### src/rtl/burst_ram_arbiter_if.sv
// burst_ram_arbiter_if: bundles both cache-side br_* style client ports, the
// shared BurstRAM port and a state debug tap.
// Handshake: a client holds cN_cmd_en with cmd/addr/first beat stable until
// cN_ack pulses for one cycle. A write then streams the remaining beats on the
// following consecutive cycles. Read beats are qualified by cN_rd_data_valid.
// Modports: slave = arbiter view, master = clients + BurstRAM (environment).
interface burst_ram_arbiter_if #(
    parameter int DEPTH_BITWIDTH = 4
);
    logic                      c0_cmd,            c1_cmd;
    logic                      c0_cmd_en,         c1_cmd_en;
    logic [DEPTH_BITWIDTH-1:0] c0_addr,           c1_addr;
    logic [63:0]               c0_wr_data,        c1_wr_data;
    logic [7:0]                c0_data_mask,      c1_data_mask;
    logic                      c0_ack,            c1_ack;
    logic                      c0_rd_data_valid,  c1_rd_data_valid;
    logic [63:0]               rd_data;
    logic                      br_cmd;
    logic                      br_cmd_en;
    logic [DEPTH_BITWIDTH-1:0] br_addr;
    logic [63:0]               br_wr_data;
    logic [7:0]                br_data_mask;
    logic [63:0]               br_rd_data;
    logic                      br_rd_data_valid;
    logic                      br_init_calib;
    logic                      br_busy;
    logic [1:0]                dbg_state;

    modport slave (
        input  c0_cmd, c1_cmd, c0_cmd_en, c1_cmd_en, c0_addr, c1_addr,
               c0_wr_data, c1_wr_data, c0_data_mask, c1_data_mask,
               br_rd_data, br_rd_data_valid, br_init_calib, br_busy,
        output c0_ack, c1_ack, c0_rd_data_valid, c1_rd_data_valid, rd_data,
               br_cmd, br_cmd_en, br_addr, br_wr_data, br_data_mask, dbg_state
    );

    modport master (
        output c0_cmd, c1_cmd, c0_cmd_en, c1_cmd_en, c0_addr, c1_addr,
               c0_wr_data, c1_wr_data, c0_data_mask, c1_data_mask,
               br_rd_data, br_rd_data_valid, br_init_calib, br_busy,
        input  c0_ack, c1_ack, c0_rd_data_valid, c1_rd_data_valid, rd_data,
               br_cmd, br_cmd_en, br_addr, br_wr_data, br_data_mask, dbg_state
    );
endinterface

### src/rtl/burst_ram_arbiter.sv
// burst_ram_arbiter: shares one BurstRAM port between two cache clients.
// Whole bursts are granted atomically; ties are round-robin by default.
// Optional macro BURST_RAM_ARBITER_FIXED_PRIORITY_EN: client 0 wins every tie.
// DEPTH_BITWIDTH must match the interface instance parameter.
// dbg_state encoding: 0 IDLE, 1 WRITE, 2 READ.
module burst_ram_arbiter #(
    parameter int DEPTH_BITWIDTH = 4,
    parameter int BURST_COUNT    = 4
) (
    input  logic                   clk,
    input  logic                   sys_rst_n,
    burst_ram_arbiter_if.slave     bus
);
    localparam int CNT_W = $clog2(BURST_COUNT + 1);
    localparam logic [CNT_W-1:0] CNT_RD = CNT_W'(BURST_COUNT);
    localparam logic [CNT_W-1:0] CNT_WR = CNT_W'(BURST_COUNT - 1);

    typedef enum logic [1:0] {
        ST_IDLE  = 2'd0,
        ST_WRITE = 2'd1,
        ST_READ  = 2'd2
    } state_t;

    state_t           r_state, w_state_nxt;
    logic [CNT_W-1:0] r_cnt,   w_cnt_nxt;
    logic             r_owner, w_owner_nxt;
`ifndef BURST_RAM_ARBITER_FIXED_PRIORITY_EN
    logic             r_last_grant, w_last_grant_nxt;
`endif

    logic w_eligible;
    logic w_grant;
    logic w_winner;
    logic w_sel;
    logic w_win_cmd;
    logic w_rd_beat;

    // Arbitration: pick the winner and the client whose data drives br_*.
    always_comb begin
        w_eligible = (r_state == ST_IDLE) && bus.br_init_calib && !bus.br_busy;
        w_grant    = w_eligible && (bus.c0_cmd_en || bus.c1_cmd_en);
        if (bus.c0_cmd_en && bus.c1_cmd_en) begin
`ifdef BURST_RAM_ARBITER_FIXED_PRIORITY_EN
            w_winner = 1'b0;
`else
            w_winner = ~r_last_grant;
`endif
        end else begin
            w_winner = !bus.c0_cmd_en;
        end
        // During a burst the owner steers the data path; otherwise client 0.
        if (w_grant) begin
            w_sel = w_winner;
        end else if (r_state != ST_IDLE) begin
            w_sel = r_owner;
        end else begin
            w_sel = 1'b0;
        end
        w_win_cmd = w_winner ? bus.c1_cmd : bus.c0_cmd;
        w_rd_beat = (r_state == ST_READ) && bus.br_rd_data_valid && (r_cnt != '0);
    end

    // Output path: forward selected client, gate strobes with reset.
    always_comb begin
        bus.br_cmd           = w_sel ? bus.c1_cmd       : bus.c0_cmd;
        bus.br_addr          = w_sel ? bus.c1_addr      : bus.c0_addr;
        bus.br_wr_data       = w_sel ? bus.c1_wr_data   : bus.c0_wr_data;
        bus.br_data_mask     = w_sel ? bus.c1_data_mask : bus.c0_data_mask;
        bus.br_cmd_en        = sys_rst_n && w_grant;
        bus.c0_ack           = sys_rst_n && w_grant && !w_winner;
        bus.c1_ack           = sys_rst_n && w_grant &&  w_winner;
        bus.c0_rd_data_valid = sys_rst_n && w_rd_beat && !r_owner;
        bus.c1_rd_data_valid = sys_rst_n && w_rd_beat &&  r_owner;
        bus.rd_data          = bus.br_rd_data;
        bus.dbg_state        = r_state;
    end

    // Next state: burst sequencing and beat counting.
    always_comb begin
        w_state_nxt = r_state;
        w_cnt_nxt   = r_cnt;
        w_owner_nxt = r_owner;
`ifndef BURST_RAM_ARBITER_FIXED_PRIORITY_EN
        w_last_grant_nxt = r_last_grant;
`endif
        case (r_state)
            ST_IDLE: begin
                if (w_grant) begin
                    w_owner_nxt = w_winner;
`ifndef BURST_RAM_ARBITER_FIXED_PRIORITY_EN
                    w_last_grant_nxt = w_winner;
`endif
                    if (w_win_cmd) begin
                        // Beat 1 went out with the command itself.
                        w_cnt_nxt   = CNT_WR;
                        w_state_nxt = (BURST_COUNT == 1) ? ST_IDLE : ST_WRITE;
                    end else begin
                        w_cnt_nxt   = CNT_RD;
                        w_state_nxt = ST_READ;
                    end
                end
            end
            ST_WRITE: begin
                if (r_cnt != '0) begin
                    w_cnt_nxt = r_cnt - 1'b1;
                end
                if (r_cnt <= CNT_W'(1)) begin
                    w_state_nxt = ST_IDLE;
                end
            end
            ST_READ: begin
                if (w_rd_beat) begin
                    w_cnt_nxt = r_cnt - 1'b1;
                    if (r_cnt == CNT_W'(1)) begin
                        w_state_nxt = ST_IDLE;
                    end
                end else if (r_cnt == '0) begin
                    w_state_nxt = ST_IDLE;
                end
            end
            default: begin
                w_state_nxt = ST_IDLE;
                w_cnt_nxt   = '0;
            end
        endcase
    end

    // State registers; reset abandons any burst in flight.
    always_ff @(posedge clk or negedge sys_rst_n) begin
        if (!sys_rst_n) begin
            r_state <= ST_IDLE;
            r_cnt   <= '0;
            r_owner <= 1'b0;
`ifndef BURST_RAM_ARBITER_FIXED_PRIORITY_EN
            r_last_grant <= 1'b1;
`endif
        end else begin
            r_state <= w_state_nxt;
            r_cnt   <= w_cnt_nxt;
            r_owner <= w_owner_nxt;
`ifndef BURST_RAM_ARBITER_FIXED_PRIORITY_EN
            r_last_grant <= w_last_grant_nxt;
`endif
        end
    end
endmodule

### src/flat_wrapper.sv
// flat-port wrapper written by rule: the top's interface ports become plain ports
module burst_ram_arbiter_flat 
#(
    parameter int DEPTH_BITWIDTH = 4,
    parameter int BURST_COUNT    = 4
)
  (clk, sys_rst_n, bus_c0_cmd, bus_c1_cmd, bus_c0_cmd_en, bus_c1_cmd_en, bus_c0_addr, bus_c1_addr, bus_c0_wr_data, bus_c1_wr_data, bus_c0_data_mask, bus_c1_data_mask, bus_br_rd_data, bus_br_rd_data_valid, bus_br_init_calib, bus_br_busy, bus_c0_ack, bus_c1_ack, bus_c0_rd_data_valid, bus_c1_rd_data_valid, bus_rd_data, bus_br_cmd, bus_br_cmd_en, bus_br_addr, bus_br_wr_data, bus_br_data_mask, bus_dbg_state);
  burst_ram_arbiter_if #(.DEPTH_BITWIDTH(DEPTH_BITWIDTH)) bus_i ();
  input  logic clk;
  input  logic sys_rst_n;
  input wire logic [$bits(bus_i.c0_cmd)-1:0] bus_c0_cmd;
  input wire logic [$bits(bus_i.c1_cmd)-1:0] bus_c1_cmd;
  input wire logic [$bits(bus_i.c0_cmd_en)-1:0] bus_c0_cmd_en;
  input wire logic [$bits(bus_i.c1_cmd_en)-1:0] bus_c1_cmd_en;
  input wire logic [$bits(bus_i.c0_addr)-1:0] bus_c0_addr;
  input wire logic [$bits(bus_i.c1_addr)-1:0] bus_c1_addr;
  input wire logic [$bits(bus_i.c0_wr_data)-1:0] bus_c0_wr_data;
  input wire logic [$bits(bus_i.c1_wr_data)-1:0] bus_c1_wr_data;
  input wire logic [$bits(bus_i.c0_data_mask)-1:0] bus_c0_data_mask;
  input wire logic [$bits(bus_i.c1_data_mask)-1:0] bus_c1_data_mask;
  input wire logic [$bits(bus_i.br_rd_data)-1:0] bus_br_rd_data;
  input wire logic [$bits(bus_i.br_rd_data_valid)-1:0] bus_br_rd_data_valid;
  input wire logic [$bits(bus_i.br_init_calib)-1:0] bus_br_init_calib;
  input wire logic [$bits(bus_i.br_busy)-1:0] bus_br_busy;
  output wire logic [$bits(bus_i.c0_ack)-1:0] bus_c0_ack;
  output wire logic [$bits(bus_i.c1_ack)-1:0] bus_c1_ack;
  output wire logic [$bits(bus_i.c0_rd_data_valid)-1:0] bus_c0_rd_data_valid;
  output wire logic [$bits(bus_i.c1_rd_data_valid)-1:0] bus_c1_rd_data_valid;
  output wire logic [$bits(bus_i.rd_data)-1:0] bus_rd_data;
  output wire logic [$bits(bus_i.br_cmd)-1:0] bus_br_cmd;
  output wire logic [$bits(bus_i.br_cmd_en)-1:0] bus_br_cmd_en;
  output wire logic [$bits(bus_i.br_addr)-1:0] bus_br_addr;
  output wire logic [$bits(bus_i.br_wr_data)-1:0] bus_br_wr_data;
  output wire logic [$bits(bus_i.br_data_mask)-1:0] bus_br_data_mask;
  output wire logic [$bits(bus_i.dbg_state)-1:0] bus_dbg_state;
  assign bus_i.c0_cmd = bus_c0_cmd;
  assign bus_i.c1_cmd = bus_c1_cmd;
  assign bus_i.c0_cmd_en = bus_c0_cmd_en;
  assign bus_i.c1_cmd_en = bus_c1_cmd_en;
  assign bus_i.c0_addr = bus_c0_addr;
  assign bus_i.c1_addr = bus_c1_addr;
  assign bus_i.c0_wr_data = bus_c0_wr_data;
  assign bus_i.c1_wr_data = bus_c1_wr_data;
  assign bus_i.c0_data_mask = bus_c0_data_mask;
  assign bus_i.c1_data_mask = bus_c1_data_mask;
  assign bus_i.br_rd_data = bus_br_rd_data;
  assign bus_i.br_rd_data_valid = bus_br_rd_data_valid;
  assign bus_i.br_init_calib = bus_br_init_calib;
  assign bus_i.br_busy = bus_br_busy;
  assign bus_c0_ack = bus_i.c0_ack;
  assign bus_c1_ack = bus_i.c1_ack;
  assign bus_c0_rd_data_valid = bus_i.c0_rd_data_valid;
  assign bus_c1_rd_data_valid = bus_i.c1_rd_data_valid;
  assign bus_rd_data = bus_i.rd_data;
  assign bus_br_cmd = bus_i.br_cmd;
  assign bus_br_cmd_en = bus_i.br_cmd_en;
  assign bus_br_addr = bus_i.br_addr;
  assign bus_br_wr_data = bus_i.br_wr_data;
  assign bus_br_data_mask = bus_i.br_data_mask;
  assign bus_dbg_state = bus_i.dbg_state;
  burst_ram_arbiter #(.DEPTH_BITWIDTH(DEPTH_BITWIDTH), .BURST_COUNT(BURST_COUNT)) u_core (.clk(clk), .sys_rst_n(sys_rst_n), .bus(bus_i));
endmodule
### config.mk
export PLATFORM = sky130hd
export DESIGN_NAME = burst_ram_arbiter_flat
export DESIGN_NICKNAME = d
export VERILOG_FILES = /design/src/rtl/burst_ram_arbiter_if.sv /design/src/rtl/burst_ram_arbiter.sv /design/src/flat_wrapper.sv
export SDC_FILE = /design/constraint.sdc
export NUM_CORES = 1
export LEC_CHECK = 0
export ABC_AREA = 1
export CORE_AREA = 2 2 145 147
export DETAILED_ROUTE_END_ITERATION = 12
export DIE_AREA = 0 0 147 149
export PLACE_DENSITY_LB_ADDON = 0.25
export SETUP_SLACK_MARGIN = 0.02
export SLEW_MARGIN = 20
export SYNTH_ARGS = -nofsm -noshare
export SYNTH_HDL_FRONTEND = slang
export SYNTH_SLANG_ARGS = --single-unit
### constraint.sdc
create_clock -name clk -period 2.4 [get_ports clk]
set_input_delay 0.72 -clock clk [delete_from_list [all_inputs] [get_ports clk]]
set_output_delay 0.72 -clock clk [all_outputs]
set_load 0.02 [all_outputs]
==> summary.md <==
| Metric | Value |
|---|---|
| Critical path class | `reg2out` |
| Cell breakdown of the critical path | `inv_2, ha_4, nand2_4, nor2_4, nand2_2, inv_2, nand2_4, buf_12, nand2_8, buf_12, buf_12, buf_4, nand2_2, nand2_2, buf_6` |
| Synth Area in Adders | `0.04035` |
| Clk_lat worst skew | `0.23 ns` |
| NumNets Final | `892` |
| Post-Route WL | `13880 um` |
| Path depth of the worst reg2reg path | `17` |
| CTS sink cnt | `7` |
| CP max stage cell | `dfrtp_2` |
| Hpwl dp | `9755 um` |
| Worst path max stage delay | `0.40 ns` |
| Post-synthesis simple-gate area fraction | `0.5476` |
| Seq cells post-synth | `7` |
| Footprint of the multi-input gates | `0.001887 mm2` |
| Die W | `147 um` |
| Root Buffer | `clkbuf_16` |
| Unrepaired setup endpoints after global routing | `yes` |
| Failing checks | `setup timing` |
| Clock skew | `0.0006507 ns` |
| N_diodes | `0` |
| Most used DFF post-synth | `dfrtp_1` |
| Post-synth EDFFs | `0` |
| Post-Place Cells | `870` |
| Arr. time, crit path | `2.02 ns` |
| Largest family of logic cells by synthesized area | `simple AND/OR/NAND/NOR gates` |
| Critical path fanouts, max | `8` |
| Type of origin of the critical path | `flop` |
| Crit end category | `output pin` |
| Worst VDD drop | `437.7 uV` |
| DR WL/cell | `14.86 um` |
| Top-level I/O count | `373` |
| P&R area growth vs syn | `185.1%` |
| P_leak | `3.036 nW` |
| Final setup violation count | `78` |
| MaxCap Viol Count | `0` |
| Initial Util | `0.1056` |
| Placer congestion estimate | `0.7209` |
| Die Ht | `149 um` |
| Global-route wire length before repair | `20370 um` |
| Synth cell types | `20` |
| Slew @ Worst Pin | `0.2469 ns` |
| Status | `finished with violations` |
| Worst Slack Setup Final | `-0.3414 ns` |
| Relative slew slack | `0.8354` |
| Final cell count without fillers | `934` |
| Post-synthesis mux area share | `0` |
| Row cnt | `53` |
| Antenna violations before repair | `0` |
| DIE AREA | `0.02190 mm2` |
| Detailed Route Iter0 Violations | `99` |
| Hold path cells | `2` |
| Grt met2 use | `0.2347` |
| Drt via density | `3.769` |
| DRC violations left | `0` |
| Largest net degree at the start of global routing | `40` |
| Htree depth | `1` |
| Synthesized instance count | `408` |
| Sequential Area | `178.9 um2` |
| Syn_area_per_cell | `5.321 um2` |
| Tot Pwr | `6.780 mW` |
| Post-DRT Antenna Nets | `0` |
| GR Layer Usage met1 | `0.1214` |
| Post-synth ARST share | `1.000` |
| Vias | `3520` |
| Seq/Total Area, Yosys | `0.08127` |
| Met3 global-route usage | `0.03792` |
| CTS Hold Bufs | `0` |
| Min-Delay Path Class | `reg2reg` |
| Peak Freq | `0.3648 GHz` |
| Synth warn | `0` |
| Drt first pass iters | `4` |
| Fin util | `0.3011` |
| Clk buf depth | `2` |
| Core area | `0.02056 mm2` |
| Vias in the first global route | `3609` |
| GRT overflow | `0` |
| Worst path required time | `1.68 ns` |
| Mapped Nets | `640` |
| Pwr dens | `1095 mW/mm2` |
| Final Critical Period | `2.741 ns` |
| Hold slack final | `0.4782 ns` |
| GRT Total Usage | `0.1191` |
| Layout cells sized above 1 | `0.5053` |
| # fillers | `2211` |
| Worst-path clk slew | `0.04 ns` |
| Max-slew violation count | `0` |
| Synth Cell Area | `0.002171 mm2` |
| Synth Area in Compound Gates | `0.01383` |
| TritonCTS Buffers | `3` |
| CTS tree | `built` |
| Final hold violations | `0` |
| Port Buf Inserts | `244` |
| Post-Synth XOR/XNOR Area | `0.004035` |
| Most Crowded Layer GR | `met2` |
| Fin crit share | `1.142` |
-- stage by stage --
stage / cell area [um2] / setup WS [ns] / TNS (ns)
2_1_floorplan: 2231 / 0.02190 / 0
3_3_place_gp: 4688 / -1.084 / -79.03
3_5_place_dp: 4688 / -1.058 / -80.47
4_1_cts: 6248 / -0.4450 / -25.05
5_1_grt: 6190 / -0.4616 / -31.18
6_report: 6190 / -0.3414 / -22.19
-- synth_stat cells, types with 4 or more instances --
library cell,number,area share
inv_1,17,0.029
nor2_1,5,0.0086
buf_6,4,0.021
o21ai_0,5,0.012
nand3_1,90,0.21
buf_2,6,0.014
dfrtp_1,6,0.069
buf_1,4,0.0069
buf_4,65,0.22
nand2_1,181,0.31
clkbuf_1,9,0.016
ha_1,7,0.040
-- routing by layer --
metal | up-vias | share of wire
met3 | 26 | 0.099
met1 | 1571 | 0.34
li1 | 1730 | -
met4 | 0 | 0.023
met2 | 193 | 0.54
met5 | - | 0
-- registers in the layout (all words and copies together), names as in the netlist --
register,cells
u_core.r_cnt,3
u_core.bus.dbg_state,2
u_core.r_last_grant,1
u_core.r_owner,1
-- cell type report --
type                    instances  area share
well taps                     275     0.05559
repair buffers                335      0.5870
multi-input cells             295      0.3048
inverters                      18     0.01092
clock buffers                   4     0.01273
flip-flops and latches          7     0.02891
-- final timing paths --
kind / slack, ns / from / to
setup / recovery: -0.34 / u_core.bus.dbg_state[0] / bus_br_data_mask[0]
hold / removal: 0.48 / u_core.r_cnt[1] / u_core.r_cnt[1]
setup reg to reg: 0.15 / u_core.bus.dbg_state[0] / u_core.r_cnt[0]
hold reg to reg: 0.48 / u_core.r_cnt[1] / u_core.r_cnt[1]
max in group asynchronous: 1.59 / sys_rst_n / u_core.r_last_grant
min in group asynchronous: 0.60 / sys_rst_n / u_core.r_owner
-- power breakdown --
| group | internal, mW | leakage, nW | switching [mW] |
|---|---|---|---|
| sequential | 0.185 | 0.0831 | 0.0341 |
| combinational | 3.23 | 2.91 | 3.05 |
| clock | 0.221 | 0.0382 | 0.0632 |
| total | 3.63 | 3.04 | 3.15 |
-- cells by family after synthesis --
family	Yosys count
DFF	7
buffers and inverters	106
xor gates and xnor gates	1
and+or+nand+nor	281
adders and majority gates	7
AOI/OAI and AO/OA	6
-- cell usage in the layout (no fill, tap or decap), types with 2 or more instances in the layout --
cell type        instances
dfrtp_1                  4
o21ai_0                  4
nand2_4                 31
dlygate4sd2_1            2
buf_2                    4
buf_16                  10
nand3_2                  5
dfrtp_2                  2
nor2_1                   3
clkdlybuf4s50_1        156
nor2_4                   3
clkbuf_16                3
buf_6                   94
buf_8                    3
buf_12                  13
nand2_2                100
buf_4                   52
ha_1                     6
inv_1                   13
nand3_1                 84
nand2_1                 52
inv_2                    5
-- repair_timing --
item                                    4_1_cts  5_1_grt
setup buffers                                60        2
cloned                                       10        0
gates resized for setup                     680       28
endpoints found under the setup margin       82       83
pin swaps                                    20       10
-- worst max-delay path, delay by kind of cell, from the launching register on --
kind          cells  cell delay, ns
fa+ha+maj         1            0.15
simple gates      7            0.47
buf+inv           7            0.74
flops             1            0.40
Note: power is estimated with default switching activity, not from simulation.
